**src/rtl/ps2_decoder.sv**
```systemverilog
// ps2_decoder -- receive-only PS/2 keyboard decoder.
//
// Synchronizes the raw PS/2 clock/data lines, assembles 11-bit frames on
// PS/2 clock falling edges, validates start/parity/stop, tracks the E0
// (extended) and F0 (break) prefixes, and presents the last make code with
// its ASCII translation. The PS/2 lines are only ever read.
//
// Ports:
//   clk            in   system clock (rising edge)
//   reset_n        in   asynchronous active-low reset
//   ps2_clk_async  in   raw PS/2 clock
//   ps2_data_async in   raw PS/2 data
//   scan_code      out  last accepted make code (prefixes stripped)
//   ascii_code     out  ASCII of last make code, 0x00 if unmapped
//   key_pressed    out  high while the key in scan_code is held
//   key_released   out  one-clk pulse on any break code
//
// Parameter TIMEOUT_CYCLES: idle clk cycles after which a partial frame is
// dropped.
//
// Optional build macro PS2_SHIFT_MAP_EN: track left/right shift and map
// letters to uppercase and digits to their shifted symbols while held.

module ps2_decoder #(
  parameter int unsigned TIMEOUT_CYCLES = 50000
) (
  input  logic       clk,
  input  logic       reset_n,
  input  logic       ps2_clk_async,
  input  logic       ps2_data_async,
  output logic [7:0] scan_code,
  output logic [7:0] ascii_code,
  output logic       key_pressed,
  output logic       key_released
);

  localparam int unsigned TW = (TIMEOUT_CYCLES < 2) ? 1 : $clog2(TIMEOUT_CYCLES);
  localparam logic [TW-1:0] TIMEOUT_LAST = TW'(TIMEOUT_CYCLES - 1);

  // Synchronizers plus one extra stage of the clock for edge detection.
  logic       clk_s1_q, clk_s2_q, clk_prev_q;
  logic       dat_s1_q, dat_s2_q;
  logic       fall;

  logic [9:0]    frame_q, frame_d;
  logic [3:0]    bit_cnt_q, bit_cnt_d;
  logic [TW-1:0] idle_cnt_q, idle_cnt_d;
  logic          ext_q, ext_d;
  logic          brk_q, brk_d;
  logic [7:0]    scan_q, scan_d;
  logic [7:0]    ascii_q, ascii_d;
  logic          pressed_q, pressed_d;
  logic          released_q, released_d;
  logic [7:0]    rx_byte;
  logic          shift_held;

`ifdef PS2_SHIFT_MAP_EN
  logic shift_q, shift_d;
  assign shift_held = shift_q;
`else
  assign shift_held = 1'b0;
`endif

  function automatic logic [7:0] ascii_map(input logic [7:0] code, input logic shift);
    logic [7:0] a;
    a = 8'h00;
    case (code)
      8'h1C: a = "a";  8'h32: a = "b";  8'h21: a = "c";  8'h23: a = "d";
      8'h24: a = "e";  8'h2B: a = "f";  8'h34: a = "g";  8'h33: a = "h";
      8'h43: a = "i";  8'h3B: a = "j";  8'h42: a = "k";  8'h4B: a = "l";
      8'h3A: a = "m";  8'h31: a = "n";  8'h44: a = "o";  8'h4D: a = "p";
      8'h15: a = "q";  8'h2D: a = "r";  8'h1B: a = "s";  8'h2C: a = "t";
      8'h3C: a = "u";  8'h2A: a = "v";  8'h1D: a = "w";  8'h22: a = "x";
      8'h35: a = "y";  8'h1A: a = "z";
      8'h45: a = shift ? ")" : "0";
      8'h16: a = shift ? "!" : "1";
      8'h1E: a = shift ? "@" : "2";
      8'h26: a = shift ? "#" : "3";
      8'h25: a = shift ? "$" : "4";
      8'h2E: a = shift ? "%" : "5";
      8'h36: a = shift ? "^" : "6";
      8'h3D: a = shift ? "&" : "7";
      8'h3E: a = shift ? "*" : "8";
      8'h46: a = shift ? "(" : "9";
      8'h29: a = 8'h20;  8'h5A: a = 8'h0D;  8'h66: a = 8'h08;
      8'h0D: a = 8'h09;  8'h76: a = 8'h1B;
      default: a = 8'h00;
    endcase
    // Lowercase letters occupy 0x61..0x7A; uppercase is 0x20 below.
    if (shift && a >= 8'h61 && a <= 8'h7A) a = a - 8'h20;
    return a;
  endfunction

  assign fall    = clk_prev_q & ~clk_s2_q;
  assign rx_byte = frame_q[8:1];

  always_comb begin
    // NOTE: every variable gets its hold value first so no path infers a latch.
    frame_d    = frame_q;
    bit_cnt_d  = bit_cnt_q;
    idle_cnt_d = idle_cnt_q;
    ext_d      = ext_q;
    brk_d      = brk_q;
    scan_d     = scan_q;
    ascii_d    = ascii_q;
    pressed_d  = pressed_q;
    released_d = 1'b0;
`ifdef PS2_SHIFT_MAP_EN
    shift_d    = shift_q;
`endif

    if (fall) begin
      idle_cnt_d = '0;
      if (bit_cnt_q == 4'd10) begin
        // Stop bit is the live data sample; frame_q holds start..parity.
        bit_cnt_d = '0;
        if (!frame_q[0] && dat_s2_q && (^frame_q[9:1])) begin
          if (rx_byte == 8'hE0) begin
            ext_d = 1'b1;
          end else if (rx_byte == 8'hF0) begin
            brk_d = 1'b1;
          end else begin
            ext_d = 1'b0;
            brk_d = 1'b0;
            if (brk_q) begin
              released_d = 1'b1;
              if (rx_byte == scan_q) pressed_d = 1'b0;
`ifdef PS2_SHIFT_MAP_EN
              if (!ext_q && (rx_byte == 8'h12 || rx_byte == 8'h59)) shift_d = 1'b0;
`endif
            end else begin
              scan_d    = rx_byte;
              ascii_d   = ext_q ? 8'h00 : ascii_map(rx_byte, shift_held);
              pressed_d = 1'b1;
`ifdef PS2_SHIFT_MAP_EN
              if (!ext_q && (rx_byte == 8'h12 || rx_byte == 8'h59)) shift_d = 1'b1;
`endif
            end
          end
        end
      end else if (bit_cnt_q != 4'd0 || !dat_s2_q) begin
        // A high level in the start slot is ignored so reception resyncs
        // on the next real start bit.
        frame_d   = {dat_s2_q, frame_q[9:1]};
        bit_cnt_d = bit_cnt_q + 4'd1;
      end
    end else if (bit_cnt_q != 4'd0) begin
      if (idle_cnt_q == TIMEOUT_LAST) begin
        bit_cnt_d  = '0;
        idle_cnt_d = '0;
      end else begin
        idle_cnt_d = idle_cnt_q + 1'b1;
      end
    end
  end

  always_ff @(posedge clk or negedge reset_n) begin
    if (!reset_n) begin
      clk_s1_q   <= 1'b1;
      clk_s2_q   <= 1'b1;
      clk_prev_q <= 1'b1;
      dat_s1_q   <= 1'b1;
      dat_s2_q   <= 1'b1;
      frame_q    <= '0;
      bit_cnt_q  <= '0;
      idle_cnt_q <= '0;
      ext_q      <= 1'b0;
      brk_q      <= 1'b0;
      scan_q     <= 8'h00;
      ascii_q    <= 8'h00;
      pressed_q  <= 1'b0;
      released_q <= 1'b0;
`ifdef PS2_SHIFT_MAP_EN
      shift_q    <= 1'b0;
`endif
    end else begin
      // NOTE: non-blocking assignments keep every flop sampling pre-edge values.
      clk_s1_q   <= ps2_clk_async;
      clk_s2_q   <= clk_s1_q;
      clk_prev_q <= clk_s2_q;
      dat_s1_q   <= ps2_data_async;
      dat_s2_q   <= dat_s1_q;
      frame_q    <= frame_d;
      bit_cnt_q  <= bit_cnt_d;
      idle_cnt_q <= idle_cnt_d;
      ext_q      <= ext_d;
      brk_q      <= brk_d;
      scan_q     <= scan_d;
      ascii_q    <= ascii_d;
      pressed_q  <= pressed_d;
      released_q <= released_d;
`ifdef PS2_SHIFT_MAP_EN
      shift_q    <= shift_d;
`endif
    end
  end

  assign scan_code    = scan_q;
  assign ascii_code   = ascii_q;
  assign key_pressed  = pressed_q;
  assign key_released = released_q;

endmodule

```
**config.mk**
```make
export PLATFORM = sky130hd
export DESIGN_NAME = ps2_decoder
export DESIGN_NICKNAME = d
export VERILOG_FILES = /design/src/rtl/ps2_decoder.sv
export SDC_FILE = /design/constraint.sdc
export NUM_CORES = 1
export LEC_CHECK = 0
export CORE_ASPECT_RATIO = 0.75
export CORE_UTILIZATION = 30
export CTS_CLUSTER_SIZE = 10
export DETAILED_ROUTE_END_ITERATION = 10
export SLEW_MARGIN = 10
export SYNTH_ARGS = -nofsm -noshare
export SYNTH_HDL_FRONTEND = slang
export SYNTH_SLANG_ARGS = --single-unit
```
**constraint.sdc**
```tcl
create_clock -name clk -period 2.83 [get_ports clk]
set_clock_uncertainty 0.05 [all_clocks]
set_input_delay 0.4245 -clock clk [delete_from_list [all_inputs] [get_ports clk]]
set_output_delay 0.4245 -clock clk [all_outputs]
set_load 0.02 [all_outputs]
```
-- Word level (Yosys, flattened, before mapping)
Cells that the tools add are included.
- $add $sub $neg: 2
- equal/unequal tests: 49
- multiplexer cells: 21
- bitwise operators: 6
- reductions and logical operators: 15
- operator list (kind ; number):
    one-hot mux 7 bit (41 select lines) ; 1
    == test 8 x 6 -> 1 bit (second input constant) ; 23
    == test 8 x 7 -> 1 bit (second input constant) ; 10
    == test 8 x 5 -> 1 bit (second input constant) ; 7
    2-to-1 mux 16 bit ; 3
    2-to-1 mux 4 bit ; 5
    adder 16 x 1 -> 16 bit (second input constant) ; 1
    == test 16 bit (second input constant) ; 1
    == test 8 bit (second input constant) ; 2
    AND reduction 6 bit ; 2
    2-to-1 mux 1 bit ; 11
    parity 9 bit ; 1
    == test 8 x 4 -> 1 bit (second input constant) ; 1
    == test 8 bit ; 1
    2-to-1 mux 8 bit ; 1
    AND reduction 4 bit ; 2
    AND reduction 3 bit ; 2
    inverter 1 bit ; 5
    adder 4 x 1 -> 4 bit (second input constant) ; 1
    == test 4 bit (second input constant) ; 1
    nonzero test 2 bit ; 2
    nonzero test 4 bit ; 1
    != test 3 x 1 -> 1 bit (second input constant) ; 1
    logical AND 1 bit ; 2
    other kinds (5) ; 6
- register bits: 55
- input port bits: 4
- output and inout bits: 18
- logic and storage cells: 107

-- Logic depth before layout (Yosys ltp)
- depth in word-level cells: 6
- depth in mapped cells: 9
- gate-level depth less buffers: 7

-- Least setup slack after synthesis
OpenSTA, ideal clock, no wires.
- path type: reg2reg
- from: reg frame_q[1]
- to: reg ascii_q[5] (netlist: ascii_code[5])
- library setup time: 0.121 ns
- data arrival time: 1.925 ns
- required time: 2.659 ns
- setup slack: 0.734 ns
- stages on the path, launching flop included: 8
- buffers on the path: 1
- clock period less this slack: 2.096 ns
- cell sequence: dfrtp_1 > inv_1 > ha_1 > xnor3_1 > xnor2_2 > nand3_4 > buf_6 > a22o_1
- word-level cells in the longest chain between the ends: 3
- elaborated cells between the ends (all ways): 50
- classes of those cells: 43 x eq/ne; 2 x mux; 2 x bitwise; 3 x reduce/logical
- RTL lines (what ; line ; text):
    start, declared ; 45 ; logic [9:0] frame_q, frame_d;
    start signal, assigned ; 183 ; frame_q <= frame_d;
    == test 8 x 7 -> 1 bit (tied with other cells) ; 67 ; case (code)
    one-hot mux 7 bit (41 select lines) (tied with other cells) ; 67 ;
    2-to-1 mux 8 bit or AND reduction 6 bit (tied branches) ; - ;
    end signal, assigned ; 189 ; ascii_q <= ascii_d;
    end, declared ; 51 ; logic [7:0] ascii_q, ascii_d;
Several ways; a longest one is shown, not always the timed one.
A chain may end at the register's enable or synchronous reset.

-- Worst setup path after layout
- from: reg frame_q[2]
- to: reg ascii_q[6] (netlist: ascii_code[6])
The elaborated chain is that of the path after synthesis.

==> summary.md <==
| Metric | Value |
|---|---|
| Startpoint Class | flop |
| Inserted Clock Buffers | 5 |
| RSZ-0062 raised after global routing | false |
| Number of synthesis warnings | 0 |
| DR vias/cell | 5.46 |
| Worst hold slack | slightly above 300 ps |
| Placed insts | 503 |
| Initial Utilization | 0.312 |
| H-tree levels | 2 |
| Bufs and invs on worst path | 1 |
| Clk root buf | clkbuf_16 |
| Syn_area_per_cell | about 9.5 sq um |
| Die W | 126 um |
| GRT Total Usage | 0.140 |
| Iteration count of the initial detailed-routing pass | 5 |
| Net count reported at finish | between 300 and 400 |
| Final period utilization | 0.868 |
| DRT iter0 DRCs | 251 |
| Critical Path End Type | flop |
| Placement Rows | 33 |
| Skew-Pair Late Insertion Delay | approximately 290 ps |
| TritonCTS clock tree | done |
| Non-Filler Instances | roughly 510 |
| Share of layout cells above drive strength 1 | 0.0914 |
| Placer Congestion | between 0.9 and 1 |
| TNS Setup | 0 ps |
| Synthesized area | approximately 3400 sq um |
| DR vias | ~2800 |
| Grt met3 use | 0.0374 |
| Gates resized, CTS repair | 0 |
| Status | complete, no violations |
| Class of the worst hold path | reg -> reg |
| Final hold vios | 0 |
| Post-synth top flop | dfrtp_1 |
| Slew Limit Fails | 0 |
| Category of the most critical setup path | reg -> reg |
| Die area | 11900 sq um |
| Crit-path leading delay family | XOR/XNOR gates |
| Ys async rst share | 1.00 |
| Routed WL | roughly 7900 um |
| Flop2flop setup slack | between 300 and 400 ps |
| ANT cells | 0 |
| Fmax | approximately 0.41 GHz |
| Setup Buffers After CTS | 0 |
| Largest net degree at the start of global routing | 30 |
| Max Cap Violations | 0 |
| Sink Count | 54 |
| Tmin final | 2460 ps |
| Port buffer count | 20 |
| Vias in the first global route | between 2000 and 3000 |
| Hold_buf cts | 1 |
| Antenna violations before repair | 0 |
| Area grow syn2layout | 13.1% |
| Crit path depth | 7 |
| Core area | roughly 11000 sq um |
| Cell count after synthesis | 362 |
| PD cells | 787 nW/um^2 |
| Final Cell Area | between 3000 and 4000 sq um |
| Met1 Use GR | 0.213 |
| Tightest Pin Transition | 693 ps |
| Die height | 94.9 um |
| Final Worst Setup Slack | about 370 ps |
| Worst slack, placed | between 300 and 400 ps |
| Crit Path Max Fanout | 27 |
| Core Util, Final | 0.353 |
| Hpwl dp | approximately 5700 um |
| CP max-delay cell | dfrtp_1 |
| FF-to-FF path depth | 7 |
| WL per Instance | around 15 um |
| DRC violations left | 0 |
| Post-synthesis sequential area ratio | 0.394 |
| Dpl cell area | around 3700 sq um |
| Antenna viol nets, final | 0 |
| EDFF count, synth | 0 |
| Post-synthesis register bit count | 54 |
| Total Power | just over 3 mW |
| Top Ports | 22 |
| Peak VDD IR | between 0.0003 and 0.0004 V |
| Busiest grt layer | met1 |
| Total grt overflow | 0 |
| Maximum buffer depth of the clock tree | 2 |
| Slew Limit Headroom | 0.538 |
| Worst Hold Depth | 0 |
| CP max stage delay | approximately 440 ps |
| GR Util met2 | 0.196 |
| Mapped Nets | 386 |
| Static Leak | 1.58 nW |
| Critical path arrival | roughly 2600 ps |
| Yosys cell types | 65 |
| First-pass GRT wire length | around 13000 um |
| Worst Path Required | between 3000 and 4000 ps |
| # setup viols final | 0 |
| Crit path cell chain | inv_1, ha_1, xnor3_1, xnor2_2, nand3_4, nor2_2, a22o_1 |
| Clock slew at reported path FFs | about 60 ps |
[cells in the mapped netlist, types with 2 or more instances]
| master | instances | area, sq um |
|---|---|---|
| inv_1 | 13 | 48.8 |
| ha_1 | 20 | 250 |
| a21o_1 | 4 | 30.0 |
| nand3_1 | 14 | 70.1 |
| nor4bb_1 | 2 | 20.0 |
| dfrtp_1 | 49 | 1230 |
| nand4_1 | 12 | 75.1 |
| a22o_1 | 18 | 158 |
| nor2_1 | 20 | 75.1 |
| nand2_1 | 46 | 173 |
| o2111ai_1 | 4 | 35.0 |
| a211oi_1 | 4 | 30.0 |
| clkbuf_1 | 8 | 30.0 |
| and2_1 | 4 | 25.0 |
| a21boi_0 | 5 | 37.5 |
| xor2_1 | 5 | 43.8 |
| o22ai_1 | 2 | 12.5 |
| o21ai_0 | 31 | 155 |
| buf_2 | 10 | 50.1 |
| nor3_1 | 4 | 20.0 |
| buf_6 | 2 | 22.5 |
| nor4b_2 | 2 | 30.0 |
| and3_1 | 2 | 12.5 |
| dfstp_2 | 5 | 131 |
| nor4_1 | 3 | 18.8 |
| a22oi_1 | 5 | 37.5 |
| xnor2_1 | 15 | 131 |
| nand3b_1 | 2 | 15.0 |
| nor3b_2 | 3 | 37.5 |
| o221ai_1 | 3 | 26.3 |
| a21oi_1 | 8 | 40.0 |
| mux2_2 | 4 | 45.0 |
[state kept, by name, indices dropped and copies added, names as in the netlist]
register	cells
frame_q	10
ascii_code	7
clk_s1_q	1
clk_s2_q	1
key_released	1
scan_code	8
brk_q	1
dat_s1_q	1
key_pressed	1
bit_cnt_q	4
clk_prev_q	1
idle_cnt_q	16
dat_s2_q	1
ext_q	1
[where the power goes]
part	internal, mW	switching [mW]
clock	0.419	0.266
combinational	0.504	0.845
sequential	0.889	0.149
[cells by family (layout without fill, tap and decap cells)]
| family | Yosys count | count (layout) | share of synthesized area |
|---|---|---|---|
| buf+inv | 35 | 45 | 0.0472 |
| simple gates | 128 | 128 | 0.207 |
| mux | 5 | 5 | 0.0163 |
| other cells | 1 | 1 | 0.00109 |
| flops | 54 | 54 | 0.394 |
| fa+ha+maj | 20 | 20 | 0.0725 |
| xor+xnor | 22 | 22 | 0.0620 |
| compound gates | 97 | 97 | 0.201 |
[layout by cell type, fill, tap and decap left out, types with 4 or more instances in the layout]
master	netlist	final
nand4_1	12	12
a22oi_1	5	5
a21boi_0	5	5
nand3_1	14	14
mux2_2	4	4
dfstp_2	5	5
ha_1	20	20
nor2_1	20	20
a21o_1	4	4
o2111ai_1	4	4
a211oi_1	4	4
nor3_1	4	4
clkbuf_16	0	5
xor2_1	5	5
dfrtp_1	49	49
a22o_1	18	18
o21ai_0	31	31
a21oi_1	8	8
and2_1	4	4
inv_1	13	13
nand2_1	46	46
xnor2_1	15	15
clkdlybuf4s50_1	0	19
[worst paths after layout]
check | startpoint | endpoint
min in group asynchronous | reset_n | idle_cnt_q[15]
setup / recovery | frame_q[2] | ascii_code[6]
hold / removal | dat_s1_q | dat_s2_q
hold reg to reg | dat_s1_q | dat_s2_q
max in group asynchronous | reset_n | dat_s2_q
setup reg to reg | frame_q[2] | ascii_code[6]
[layout make-up]
cell class | instances | area, sq um
fill | 1099 | 7160
multi-input combinational | 273 | 1930
sequential | 54 | 1360
timing repair buffer | 24 | 228
tap | 140 | 175
clock buffer | 7 | 133
inverter | 13 | 48.8
clock inverter | 1 | 30.0
[layer usage]
metal  part of all wire  vias up
li1                   -     1331
met1               0.50     1332
met2               0.41      126
met3              0.078        5
met4             0.0053        0
met5                  0        -
Power figures use the tool's default switching activity.
